<file path="src/rtl/dnn_ctrl.sv">
// dnn_ctrl: sequencer for a 4-4-2 DNN datapath (weight config, input/result handshakes, WAIT timeout).
// Optional feature: define DNN_CTRL_PERF_EN to add the perf_count result-handshake counter port.
module dnn_ctrl #(
    parameter int unsigned TIMEOUT = 4
) (
    input  logic         clk,
    input  logic         rst,
    input  logic         cfg_we,
    input  logic [4:0]   cfg_addr,
    input  logic [4:0]   cfg_wdata,
    output logic         cfg_ack,
    input  logic         in_valid,
    output logic         in_ready,
    input  logic [19:0]  in_data,
    output logic [19:0]  dnn_x,
    output logic [139:0] dnn_w,
    output logic         dnn_in_ready,
    input  logic [16:0]  dnn_out0,
    input  logic [16:0]  dnn_out1,
    input  logic         dnn_out_ready,
    output logic         res_valid,
    input  logic         res_ready,
    output logic [33:0]  res_data,
`ifdef DNN_CTRL_PERF_EN
    output logic [15:0]  perf_count,
`endif
    output logic         err
);

    typedef enum logic [1:0] {
        S_IDLE  = 2'd0,
        S_ISSUE = 2'd1,
        S_WAIT  = 2'd2,
        S_OUT   = 2'd3
    } state_t;

    localparam logic [3:0] TO_VAL = 4'(TIMEOUT);

    state_t      state_r;
    state_t      state_nx_s;
    logic [3:0]  cnt_r;
    logic [3:0]  cnt_nx_s;
    logic        accept_s;
    logic        cfg_ok_s;
    logic        done_s;
    logic        timeout_s;
    logic        res_hs_s;

    logic        in_ready_r;
    logic        dnn_in_ready_r;
    logic        res_valid_r;
    logic        cfg_ack_r;
    logic        err_r;
    logic [19:0] dnn_x_r;
    logic [33:0] res_data_r;
    logic [4:0]  w_r [28];

    // Next-state, wait counter and per-cycle event decode
    always_comb begin
        state_nx_s = state_r;
        cnt_nx_s   = cnt_r;
        accept_s   = 1'b0;
        cfg_ok_s   = 1'b0;
        done_s     = 1'b0;
        timeout_s  = 1'b0;
        res_hs_s   = 1'b0;
        case (state_r)
            S_IDLE: begin
                accept_s = in_valid;
                cfg_ok_s = cfg_we && (cfg_addr <= 5'd27);
                if (in_valid) begin
                    state_nx_s = S_ISSUE;
                end else begin
                    state_nx_s = S_IDLE;
                end
            end
            S_ISSUE: begin
                cnt_nx_s   = 4'd0;
                state_nx_s = S_WAIT;
            end
            S_WAIT: begin
                if (dnn_out_ready) begin
                    done_s     = 1'b1;
                    state_nx_s = S_OUT;
                end else begin
                    cnt_nx_s = cnt_r + 4'd1;
                    if (cnt_nx_s >= TO_VAL) begin
                        timeout_s  = 1'b1;
                        state_nx_s = S_OUT;
                    end else begin
                        state_nx_s = S_WAIT;
                    end
                end
            end
            S_OUT: begin
                res_hs_s = res_ready;
                if (res_ready) begin
                    state_nx_s = S_IDLE;
                end else begin
                    state_nx_s = S_OUT;
                end
            end
            default: begin
                state_nx_s = S_IDLE;
                cnt_nx_s   = 4'd0;
            end
        endcase
    end

    // State register; handshake strobes are decoded from the next state so they are registered
    always_ff @(posedge clk) begin
        if (rst) begin
            state_r        <= S_IDLE;
            cnt_r          <= 4'd0;
            in_ready_r     <= 1'b1;
            dnn_in_ready_r <= 1'b0;
            res_valid_r    <= 1'b0;
            cfg_ack_r      <= 1'b0;
        end else begin
            state_r        <= state_nx_s;
            cnt_r          <= cnt_nx_s;
            in_ready_r     <= (state_nx_s == S_IDLE);
            dnn_in_ready_r <= (state_nx_s == S_ISSUE);
            res_valid_r    <= (state_nx_s == S_OUT);
            cfg_ack_r      <= cfg_ok_s;
        end
    end

    // Input vector, result capture and sticky timeout flag
    always_ff @(posedge clk) begin
        if (rst) begin
            dnn_x_r    <= 20'd0;
            res_data_r <= 34'd0;
            err_r      <= 1'b0;
        end else begin
            if (accept_s) begin
                dnn_x_r <= in_data;
            end
            if (done_s) begin
                res_data_r <= {dnn_out1, dnn_out0};
            end else if (timeout_s) begin
                res_data_r <= 34'd0;
            end
            if (timeout_s) begin
                err_r <= 1'b1;
            end
        end
    end

    // Weight file; only writable while idle, so it is frozen for the whole inference
    always_ff @(posedge clk) begin
        if (rst) begin
            for (int k = 0; k < 28; k++) begin
                w_r[k] <= 5'd0;
            end
        end else begin
            for (int k = 0; k < 28; k++) begin
                if (cfg_ok_s && (cfg_addr == 5'(k))) begin
                    w_r[k] <= cfg_wdata;
                end
            end
        end
    end

    for (genvar g = 0; g < 28; g++) begin : g_wpack
        assign dnn_w[5*g +: 5] = w_r[g];
    end

`ifdef DNN_CTRL_PERF_EN
    logic [15:0] perf_r;

    // Saturating count of completed result handshakes
    always_ff @(posedge clk) begin
        if (rst) begin
            perf_r <= 16'd0;
        end else if (res_hs_s && (perf_r != 16'hFFFF)) begin
            perf_r <= perf_r + 16'd1;
        end
    end

    assign perf_count = perf_r;
`endif

    assign in_ready     = in_ready_r;
    assign dnn_in_ready = dnn_in_ready_r;
    assign res_valid    = res_valid_r;
    assign cfg_ack      = cfg_ack_r;
    assign err          = err_r;
    assign dnn_x        = dnn_x_r;
    assign res_data     = res_data_r;

endmodule
</file>
<file path="config.mk">
export PLATFORM = sky130hd
export DESIGN_NAME = dnn_ctrl
export DESIGN_NICKNAME = d
export VERILOG_FILES = /design/src/rtl/dnn_ctrl.sv
export SDC_FILE = /design/constraint.sdc
export NUM_CORES = 1
export LEC_CHECK = 0
export BUFFER_PORTS_ARGS = -buffer_cell sky130_fd_sc_hd__clkbuf_2
export CAP_MARGIN = 20
export CORE_ASPECT_RATIO = 1.5
export CORE_MARGIN = 5
export CORE_UTILIZATION = 48
export DETAILED_ROUTE_END_ITERATION = 16
export PLACE_DENSITY = 0.78
export SETUP_SLACK_MARGIN = 0.02
export SYNTH_ARGS = -nofsm -noshare
export SYNTH_HDL_FRONTEND = slang
export SYNTH_SLANG_ARGS = --single-unit
</file>
<file path="constraint.sdc">
create_clock -name clk -period 5.12 [get_ports clk]
set_clock_uncertainty 0.15 [all_clocks]
set_input_delay 0.768 -clock clk [delete_from_list [all_inputs] [get_ports clk]]
set_output_delay 0.768 -clock clk [all_outputs]
set_load 0.02 [all_outputs]
</file>
==> flow_summary_export.csv <==
group,metric,value,unit
finish,drive_above_1_share,37.8,%
critical_path,cp.arrival,3.01,ns
cts,cts_inserted_buffers,20,
critical_path,crit_chain,"nor2_1, nand3_1, o21ai_0",
route,routed-via-count,5647,
route,drtIter0Drc,320,
cts,clockRootBuffer,"clkbuf_16",
timing,slew_headroom,28.3,%
floorplan,core_area,0.0156,sq mm
yosys,yosysTopAreaCellShare,55.7,%
floorplan,die_x,112,microns
route,wl_per_cell,17.5,microns
timing,hold_ws,0.300,ns
critical_path,cpPeakStageDelay,0.87,ns
timing,finalSetupTns,0,ns
yosys,syn_inst,625,
grt,grt.total_usage,20.7,%
cts,clk_latency,0.49,ns
route,ant_nets,0,
critical_path,crit_path_start,"state_r[1]",
yosys,synth_seq_cells,205,
timing,worst_slew_pin_slew,1.06,ns
finish,fillers,1261,
critical_path,endpoint_kind,"register",
floorplan,ios,269,
placement,dp.cells,1069,
timing,finalSetupViolations,0,
timing,rsz0062_at_grt,"no",
yosys,avgSynthCellArea,12.1,sq um
finish,area_growth,28.7,%
cts,post_cts_resized,0,
grt,grt_max_degree,37,
yosys,synth_top_area_cell,"edfxtp_1",
yosys,synth-seq-area-share,73.0,%
critical_path,crit_fanout,24,
yosys,yosys-top-cells-area,"edfxtp_1 56%, dfxtp_1 17%, nand2_1 7.2%",
finish,diodes,0,
yosys,ys_types,44,
finish,post_layout_nonfiller_instances,1104,
grt,grt_pass1_vias,5614,
yosys,yosysMostFrequentCell,"nand2_1",
power,max-vdd-ir-drop,0.000264,V
placement,hpwl,14.4,mm
yosys,synth_commonest_cells,"145 x nand2_1, 140 x edfxtp_1, 99 x nor2_1",
placement,routabilityCongestion,0.870,
timing,max_freq,328,MHz
yosys,ys.warnings.count,0,
grt,grt-ovfl-total,0,
route,via_per_inst,5.12,
floorplan,fp-row-count,56,
critical_path,timing.rr.start,"state_r[1]",
yosys,ys.flop_type,"edfxtp_1",
min_path,min_from,"res_data[7]",
critical_path,slowest_stage,"o21ai_0",
timing,hold_viol,0,
finish,finalNetCount,959,
cts,cts.sinks,205,
route,drc,0,
route,wl,19.3,mm
min_path,min_path_type,"reg -> reg",
yosys,synthArstFlopShare,0,%
grt,grt_pass1_wl,30.1,mm
outcome,outcome,"completed",
yosys,synth_fp_nets,696,
power,total_leakage_power,4.01,nW
cts,cts.path.max_buffers,3,
finish,final_core_util,62.4,%
critical_path,path_class,"reg -> reg",
timing,slew_viol_final,0,
cts,htree_levels,1,
floorplan,die_h,164,microns
cts,cts_tree,"done",
timing,period_needed,3.05,ns
timing,period_share,59.5,%
cts,worst_setup_hold_path_clk_slew,0.06,ns
cts,cts_setup_buffers,0,
floorplan,die_area,0.0184,sq mm
power,power_density,387,mW/mm^2
critical_path,worst_ep_required_time,5.08,ns
placement,numPortBuffers,268,
yosys,syn-cell-area,0.00755,sq mm
cts,ctsHoldBuffers,0,
critical_path,worstSetupStartpointType,"register",
yosys,synth_edf_count,140,
flow_run,maxCapViolations,0,
grt,antenna_found_initial,0,
floorplan,start_util,48.5,%
critical_path,path_delay_family,"simple AND/OR/NAND/NOR gates",
critical_path,crit_buf_inv,0,
route,dr.pass1.iters,5,
[metal layers]
layer / global-route usage, % / vias up / part of all wire [%]
li1: - / 2681 / -
met1: 23.7 / 2588 / 35
met2: 37.0 / 330 / 51
met3: 5.78 / 48 / 11
met4: 7.16 / 0 / 3.2
met5: 0 / - / 0
[cell type report]
cell class / count / area, sq um / area share, %
sequential: 205 / 5510 / 56.7
multi-input combinational: 383 / 1860 / 19.1
timing repair buffer: 276 / 1400 / 14.4
clock buffer: 23 / 543 / 5.59
tap: 203 / 254 / 2.62
clock inverter: 12 / 143 / 1.47
inverter: 2 / 7.51 / 0.0773
[logic make-up after synthesis]
family                     Yosys count  share of synthesized area [%]
buffers and inverters               37                           2.54
AOI/OAI and AO/OA                   96                           8.36
adders and majority gates            1                          0.166
DFF                                205                           73.0
and+or+nand+nor                    286                           16.0
[power by group]
part | switching (mW) | internal, mW
logic | 0.254 | 0.104
clock network | 0.596 | 0.915
registers | 0.0393 | 1.85
total | 0.889 | 2.87
[layout by cell type, fill, tap and decap left out, types with 2 or more instances in the layout]
master and instances:
o21ai_1 7, clkbuf_2 268, dfxtp_1 65, nand3_1 3
o21bai_1 2, nor2_1 99, o21ai_2 23, nor3_1 5
and2_1 2, nor2b_1 10, a21oi_1 26, clkinv_2 6
nor3b_1 2, a31oi_1 5, nand2_1 145, inv_6 2
o31ai_1 8, buf_4 8, and3_1 2, bufinv_16 3
o21ai_0 19, clkbuf_16 21, edfxtp_1 140, nand2b_1 5
nand3b_1 2
[worst register-to-register path, cell delays in order (launching register included)]
cell and delay, ns:
dfxtp_1 0.51, nor2_1 0.44, nand3_1 0.70, o21ai_0 0.88
[flip-flops by register name (all words and copies together) (netlist names)]
| name | count |
|---|---|
| dnn_x | 20 |
| cnt_r | 4 |
| res_data | 34 |
| w_r | 140 |
| err | 1 |
| cfg_ack | 1 |
| in_ready | 1 |
| state_r | 2 |
| res_valid | 1 |
| dnn_in_ready | 1 |
[per-stage QoR]
step | area, sq um | total power, mW | setup slack [ns]
after global routing | 9710 | 3.90 | 1.80
after floorplan | 7550 | 2.14 | 2.66
after global placement | 9020 | 2.28 | 2.08
after CTS | 9710 | 3.78 | 2.09
final | 9710 | 3.76 | 2.07
after detailed placement | 9020 | 2.29 | 1.93
[worst paths after layout]
path	slack, ns	end	depth (start not counted)
setup / recovery	2.07	w_r[0][56]	3
hold / removal	0.30	res_data[7]	2
setup reg to reg	2.07	w_r[0][56]	3
hold reg to reg	0.30	res_data[7]	2
Note: power is estimated with default switching activity, not from simulation.
